[config.mk]
export PLATFORM = sky130hd
export DESIGN_NAME = alu_seq_ctrl
export DESIGN_NICKNAME = d
export VERILOG_FILES = /design/src/rtl/alu_pkg.sv /design/src/rtl/alu_seq_decode.sv /design/src/rtl/alu_seq_ctrl.sv
export SDC_FILE = /design/constraint.sdc
export NUM_CORES = 1
export LEC_CHECK = 0
export ABC_AREA = 1
export ABC_CLOCK_PERIOD_IN_PS = 2470
export CAP_MARGIN = 30
export CORE_UTILIZATION = 45
export DETAILED_ROUTE_END_ITERATION = 8
export PLACE_DENSITY = 0.8
export RECOVER_POWER = 50
export SKIP_CTS_REPAIR_TIMING = 1
export SYNTH_ARGS = -nofsm -noshare
export SYNTH_HDL_FRONTEND = slang
export SYNTH_HIERARCHICAL = 1
export SYNTH_SLANG_ARGS = --single-unit
[constraint.sdc]
create_clock -name clk -period 2.47 [get_ports clk]
set_input_delay 0.741 -clock clk [delete_from_list [all_inputs] [get_ports clk]]
set_output_delay 0.741 -clock clk [all_outputs]
set_load 0.05 [all_outputs]
[src/rtl/alu_pkg.sv]
// alu_pkg: shared widths, ALU opcodes, PSR flag indices, FSM states and decode record for the execute controller.
package alu_pkg;
  localparam int WORD_WIDTH = 16;
  localparam int OPCODE_WIDTH = 8;
  localparam int REG_ADDR_WIDTH = 4;
  localparam logic [7:0] ALU_AND  = 8'h01;
  localparam logic [7:0] ALU_OR   = 8'h02;
  localparam logic [7:0] ALU_XOR  = 8'h03;
  localparam logic [7:0] ALU_ADD  = 8'h05;
  localparam logic [7:0] ALU_ADDC = 8'h07;
  localparam logic [7:0] ALU_SUB  = 8'h09;
  localparam logic [7:0] ALU_CMP  = 8'h0B;
  localparam logic [7:0] ALU_MOV  = 8'h0D;
  localparam logic [7:0] ALU_LSH  = 8'h84;
  localparam int FLAG_C = 0;
  localparam int FLAG_L = 1;
  localparam int FLAG_F = 2;
  localparam int FLAG_Z = 3;
  localparam int FLAG_N = 4;
  typedef enum logic [1:0] {ST_IDLE, ST_READ, ST_EXEC, ST_WB} state_t;
  typedef struct packed {
    logic [7:0] opcode;
    logic       use_imm;
    logic       sign_ext;
    logic       wr_rf;
    logic       wr_psr;
    logic       use_carry;
    logic       illegal;
  } dec_t;
  // Low nibble codes shared by the register-form opext and the immediate-form op field.
  function automatic logic is_alu_code(input logic [3:0] c);
    return {4'h0, c} inside {ALU_AND, ALU_OR, ALU_XOR, ALU_ADD, ALU_ADDC, ALU_SUB, ALU_CMP, ALU_MOV};
  endfunction
endpackage

[src/rtl/alu_seq_decode.sv]
// alu_seq_decode: combinational instruction decode into ALU opcode and writeback/PSR controls.
module alu_seq_decode
  import alu_pkg::*;
(
  input  logic [15:0] instr_i,
  output dec_t        dec_o
);
  logic [3:0] op;
  logic [3:0] ext;
  logic       reg_form;
  logic       shift_form;
  logic       imm_form;
  logic       bad;
  logic [7:0] code;
  assign op         = instr_i[15:12];
  assign ext        = instr_i[7:4];
  assign reg_form   = op == 4'h0 && is_alu_code(ext);
  assign shift_form = op == 4'h8 && ext == 4'h4;
  assign imm_form   = is_alu_code(op);
  assign bad        = !(reg_form || shift_form || imm_form);
  assign code       = reg_form ? {4'h0, ext} : shift_form ? ALU_LSH : imm_form ? {4'h0, op} : 8'h00;
  assign dec_o.opcode    = code;
  assign dec_o.use_imm   = imm_form;
  assign dec_o.sign_ext  = imm_form && code inside {ALU_ADD, ALU_ADDC, ALU_SUB, ALU_CMP};
  assign dec_o.wr_rf     = !bad && code != ALU_CMP;
  assign dec_o.wr_psr    = !bad && code != ALU_MOV;
  assign dec_o.use_carry = code == ALU_ADDC;
  assign dec_o.illegal   = bad;
endmodule

[src/rtl/alu_seq_ctrl.sv]
// alu_seq_ctrl: IDLE->READ->EXEC->WB execute sequencer driving the ALU, register file and PSR.
// Define ALU_SEQ_CTRL_OVERLAP_EN to also accept in WB (one instruction per 3 cycles).
module alu_seq_ctrl #(
  parameter int WORD_WIDTH     = alu_pkg::WORD_WIDTH,
  parameter int OPCODE_WIDTH   = alu_pkg::OPCODE_WIDTH,
  parameter int REG_ADDR_WIDTH = alu_pkg::REG_ADDR_WIDTH
) (
  input  logic                      clk,
  input  logic                      rst_n,
  input  logic [15:0]               instr,
  input  logic                      instr_valid,
  output logic                      instr_ready,
  output logic [REG_ADDR_WIDTH-1:0] rf_raddr_a,
  output logic [REG_ADDR_WIDTH-1:0] rf_raddr_b,
  input  logic [WORD_WIDTH-1:0]     rf_rdata_a,
  input  logic [WORD_WIDTH-1:0]     rf_rdata_b,
  output logic                      rf_we,
  output logic [REG_ADDR_WIDTH-1:0] rf_waddr,
  output logic [WORD_WIDTH-1:0]     rf_wdata,
  output logic [WORD_WIDTH-1:0]     alu_a,
  output logic [WORD_WIDTH-1:0]     alu_b,
  output logic [OPCODE_WIDTH-1:0]   alu_opcode,
  output logic                      alu_carry,
  input  logic [WORD_WIDTH-1:0]     alu_z,
  input  logic [4:0]                alu_flags,
  output logic [4:0]                psr,
  output logic                      done,
  output logic                      illegal
);
  import alu_pkg::*;
  state_t                  state_q, state_d;
  logic [15:0]             instr_q;
  logic [WORD_WIDTH-1:0]   alu_a_q, alu_b_q, res_q, imm_ext;
  logic [OPCODE_WIDTH-1:0] alu_opcode_q;
  logic                    alu_carry_q, accept, wb;
  logic [4:0]              flags_q, psr_q, psr_d;
  dec_t                    dec;
  alu_seq_decode u_dec (
    .instr_i(instr_q),
    .dec_o  (dec)
  );
`ifdef ALU_SEQ_CTRL_OVERLAP_EN
  // The WB-edge RF write and PSR update land before the next READ samples, so no hazard.
  assign instr_ready = state_q == ST_IDLE || state_q == ST_WB;
`else
  assign instr_ready = state_q == ST_IDLE;
`endif
  assign accept  = instr_valid && instr_ready;
  assign wb      = state_q == ST_WB;
  assign imm_ext = dec.sign_ext ? {{(WORD_WIDTH-8){instr_q[7]}}, instr_q[7:0]}
                                : {{(WORD_WIDTH-8){1'b0}}, instr_q[7:0]};
  always_comb begin
    state_d = accept ? ST_READ : state_q == ST_READ ? ST_EXEC : state_q == ST_EXEC ? ST_WB : ST_IDLE;
    psr_d   = wb && dec.wr_psr ? {flags_q[FLAG_N], flags_q[FLAG_Z], flags_q[FLAG_F], flags_q[FLAG_L], flags_q[FLAG_C]}
                               : psr_q;
  end
  assign rf_raddr_a = state_q == ST_READ ? REG_ADDR_WIDTH'(instr_q[11:8]) : '0;
  assign rf_raddr_b = state_q == ST_READ ? REG_ADDR_WIDTH'(instr_q[3:0]) : '0;
  assign rf_we      = wb && dec.wr_rf;
  assign rf_waddr   = wb ? REG_ADDR_WIDTH'(instr_q[11:8]) : '0;
  assign rf_wdata   = !wb ? '0 : dec.opcode == ALU_MOV ? alu_b_q : res_q;
  assign alu_a      = alu_a_q;
  assign alu_b      = alu_b_q;
  assign alu_opcode = alu_opcode_q;
  assign alu_carry  = alu_carry_q;
  assign psr        = psr_q;
  assign done       = wb;
  assign illegal    = wb && dec.illegal;
  always_ff @(posedge clk or negedge rst_n) begin
    if (!rst_n) begin
      state_q      <= ST_IDLE;
      instr_q      <= '0;
      alu_a_q      <= '0;
      alu_b_q      <= '0;
      alu_opcode_q <= '0;
      alu_carry_q  <= 1'b0;
      res_q        <= '0;
      flags_q      <= '0;
      psr_q        <= '0;
    end else begin
      state_q <= state_d;
      psr_q   <= psr_d;
      if (accept) instr_q <= instr;
      // Operands are registered straight onto the ALU ports so EXEC sees them and they hold afterwards.
      if (state_q == ST_READ) begin
        alu_a_q      <= rf_rdata_a;
        alu_b_q      <= dec.use_imm ? imm_ext : rf_rdata_b;
        alu_opcode_q <= OPCODE_WIDTH'(dec.opcode);
        alu_carry_q  <= dec.use_carry && psr_q[FLAG_C];
      end
      if (state_q == ST_EXEC) begin
        res_q   <= alu_z;
        flags_q <= alu_flags;
      end
    end
  end
endmodule

After elaboration in Yosys (flattened, before gate mapping)
Index checks and enable logic that the tools add are counted.
W data, S select, Z words.

word-level totals
  flip-flop bits (word level) = 85
  input port bits = 72
  output and inout port bits = 78
  logic and storage cells = 68

cells by class
  equality and inequality tests = 28
  muxes and demuxes = 13
  reduce and logical (&&, ||, !) cells = 18

operators by type and width
  operator              count
  $mux W16              4
  $eq A4 B4 Y1 const B  7
  $eq A8 B4 Y1 const B  3
  $eq A4 B3 Y1 const B  5
  $eq A4 B2 Y1 const B  4
  $eq A8 B3 Y1 const B  2
  $mux W4               4
  $mux W8               2
  $ne A8 B4 Y1 const B  2
  $reduce_bool A8 Y1    2
  $logic_and A1 B1 Y1   10
  $eq A4 B1 Y1 const B  2
  $mux W2               3
  $eq A2 B2 Y1 const B  2
  $logic_not A4 Y1      1
  $reduce_bool A4 Y1    1
  $eq A2 B1 Y1 const B  1
  $logic_not A2 Y1      1
  $logic_or A1 B1 Y1    2
  $logic_not A1 Y1      1

Longest topological paths before layout
  word-level depth = 10
  mapped depth = 13
  depth with buffers taken out = 13

By module
The synthesis kept the hierarchy.

by module, submodules not included
  module          instances  cells each  area each (sq um)  seq. area each (sq um)
  alu_seq_ctrl    1          388         3920.0             2127.0
  alu_seq_decode  1          54          321.6              0.0

Least setup slack after synthesis
No wires, ideal clock.

  path type = reg-to-output
  from = register instr_q[12]
  to = output port rf_wdata[10]
  arrival time = 2.070 ns
  slack = -0.341 ns
  cell stages (with the launch flop) = 11
  cells stage by stage = dfrtp_1 -> nor2_2 -> inv_2 -> nor2_8 -> nand3_2 -> nand2_2 -> nand4_2 -> nor2_4 -> buf_6 -> nor2_1 -> nor2_1

RTL lines
  element                 RTL line            RTL
  start, declared         alu_seq_ctrl.sv:32  logic [15:0] instr_q;
  start signal, assigned  alu_seq_ctrl.sv:83  if (accept) instr_q <= instr;
  end, declared           alu_seq_ctrl.sv:19  output logic [WORD_WIDTH-1:0] rf_wdata,

==> run_results.csv <==
group,metric,value,unit
detailed_routing,ant_nets,0,
placement,io_buffers,149,
sta,final.setup_skew,12.1,ps
clock_network,cts_tree,"yes",
global_routing,grt_pass1_wl,17.9,mm
yosys,netlist_top_cells_count,"dfrtp_1 (85), nand2_1 (59), nor2_1 (58), inv_1 (57), mux2_1 (42)",
floorplanning,start_util,0.461,
clock_network,cts_sinks,85,
detailed_routing,met2_length,5.45,mm
sta,worstMarginPinSlew,1790,ps
yosys,synth-edff-count,0,
setup_path,worst_path_largest_cell_delay,450,ps
global_routing,antenna_found_initial,0,
yosys,syn_avg_cell_area,9.60,µm²
sta,setup_ws,-410,ps
detailed_routing,wire_per_inst,15.2,µm
cells_and_area,antenna_cells,0,
outcome,status,"finished with violations",
detailed_routing,vias,3608,
detailed_routing,routed.top_layer,"met4",
placement,dp_slack,-68.2,ps
yosys,netlist_instances,442,
clock_network,clock_latency,360,ps
clock_network,cts.htree.levels,3,
setup_path,reg2reg_depth,4,
cells_and_area,final_core_util,0.717,
sta,fin_crit_sh,1.17,
yosys,yosysSeqAreaShare,0.501,
global_routing,grt_remaining_overflow,0,
clock_network,clk_pin_slew,90,ps
placement,dp.final_hpwl,8.20,mm
floorplanning,core,9200,µm²
yosys,ys_ff_latch,85,
detailed_routing,drc,0,
power_and_ir_drop,leakage,0.00293,µW
sta,period_needed,2880,ps
yosys,synth_cell_types,30,
sta,maxSlewViolCount,34,
sta,grt_setup_unrepaired,"true",
detailed_routing,dr_wl_met3,829,µm
global_routing,grt_max_degree,64,
sta,clock.fmax,0.347,GHz
sta,setup_viol,18,
job,max_cap_violations,1,
cells_and_area,drive_gt1_frac,0.221,
yosys,synth_mux_area_frac,0.143,
yosys,yosysTopAreaCellShare,0.501,
yosys,yosys.area.top_type,"dfrtp_1",
placement,gp_congestion,0.867,
setup_path,crit_fanout,16,
floorplanning,io_pins,150,
yosys,synth_fa_ha_area_frac,0.0147,
clock_network,numCtsBuffers,9,
detailed_routing,first_iter_violations,116,
global_routing,grt.total_usage,0.235,
setup_path,required,1730,ps
setup_path,arrival,2140,ps
clock_network,cts_buffer_depth,2,
floorplanning,die_x,99.1,µm
detailed_routing,routed_wirelength,11.0,mm
power_and_ir_drop,ir_drop,0.809,mV
yosys,ys.flop_type,"dfrtp_1",
cells_and_area,nets,682,
outcome,failed_checks,"capacitance limit, slew limit, setup timing",
yosys,async_flop_share,1.00,
yosys,synth.top_cells.by_area,"dfrtp_1 (50%), mux2_1 (11%), nand2_1 (5.2%)",
floorplanning,fp.dieH,99.1,µm
setup_path,start_kind,"flop",
power_and_ir_drop,powerDensity,1490,nW/µm²
yosys,synth_xor_area_frac,0,
yosys,synth_compound_area_frac,0.0611,
global_routing,grt_pass1_vias,3702,
sta,hold_viol,0,
setup_path,cp_cell_sequence,"nor2_4 -> inv_2 -> nor2_8 -> nand3_2 -> nand2_2 -> nand2_1 -> nor2_4 -> buf_12 -> nand3_1 -> nand2_2 -> nor2_4 -> buf_12",
detailed_routing,wl_met1,4.40,mm
sta,relSlewSlack,-0.191,
yosys,synth_simple_gate_area_frac,0.185,
hold_path,hold_class,"reg -> reg",
detailed_routing,via_per_inst,5.00,
cells_and_area,n_fill_cell,692,
hold_path,holdPathStages,1,
setup_path,worst_setup_path_end_kind,"output pin",
clock_network,cts-root-buf,"clkbuf_8",
setup_path,slowest_stage,"dfrtp_2",
yosys,synth_top_family_by_area,"simple AND/OR/NAND/NOR gates",
detailed_routing,dr.pass1.iters,4,
floorplanning,dieArea,9820,µm²
cells_and_area,area_growth,55.4,%
setup_path,timing.critical_path.mode_cell,"nor2_4",
setup_path,worstSetupPathType,"reg -> out",
floorplanning,rows,35,
setup_path,regToRegSetupSlack,320,ps
yosys,ys_warn_count,6,
yosys,yosys.cell_count.top_type,"dfrtp_1",
yosys,syn_area,4240,µm²
==> metal layers <==
metal	vias to the layer above	global-route usage
li1	1724	-
met1	1712	0.294
met2	149	0.389
met3	23	0.0560
met4	0	0.105
met5	-	0
==> cells in the final DEF, fill, tap and decap left out, types with 5 or more instances in the layout <==
cell type / count
a21oi_1: 6
buf_12: 35
buf_4: 18
clkbuf_8: 10
clkdlybuf4s50_1: 116
dfrtp_1: 83
inv_1: 57
mux2_1: 49
nand2_1: 48
nand2_2: 20
nand3_1: 24
nor2_1: 41
nor2_2: 5
nor2_4: 21
o21ai_0: 10
o21ai_1: 24
o22ai_1: 7
==> final cells by class <==
type,count,area [µm²],share of cell area
tap,111,139,0.0211
multi-input combinational,275,1880,0.285
clock buffer,10,138,0.0209
inverter,60,225,0.0342
clock inverter,6,53.8,0.00816
sequential,85,2130,0.323
timing repair buffer,174,2030,0.308
==> flip-flops by register name (all words and copies together) (netlist names) <==
register,count
psr,5
flags_q,5
alu_carry,1
res_q,16
alu_b,16
alu_opcode,8
state_q,2
instr_q,16
alu_a,16
==> kinds of logic (layout without fill, tap and decap cells) <==
kind of cell	after synthesis	in the layout
buf+inv	84	250
compound gates	49	49
simple gates	167	167
fa+ha+maj	5	5
flops	85	85
other cells	1	3
mux	51	51
==> worst paths after layout <==
kind | start | endpoint
worst max-delay path | instr_q[13] | rf_wdata[11]
worst min-delay path | res_q[12] | res_q[12]
worst max register to register | state_q[0] | res_q[10]
worst min register to register | res_q[12] | res_q[12]
max in group asynchronous | rst_n | alu_b[15]
min in group asynchronous | rst_n | alu_a[10]
==> per-stage QoR <==
stage | TNS, ps | instances | hold slack, ps | total power [µW] | instance area [µm²]
floorplan | 0 | 444 | 445 | 6550 | 4370
global placement | 0 | 699 | 468 | 8620 | 6330
detailed placement | -871 | 699 | 476 | 8780 | 6330
CTS | -8230 | 715 | 318 | 9750 | 6520
global route | -12560 | 721 | 511 | 10400 | 6590
finish | -6670 | 721 | 492 | 9840 | 6590
==> worst max-delay path: cells and delay by family (launching register included) <==
kind / cells / cell delay [ps]
buffers and inverters: 3 / 380
DFF: 1 / 450
and+or+nand+nor: 9 / 960
==> power by group <==
group	switching (µW)	internal, µW
combinational	3890	2480
clock	553	411
sequential	422	2080
Note: power is estimated with default switching activity, not from simulation.
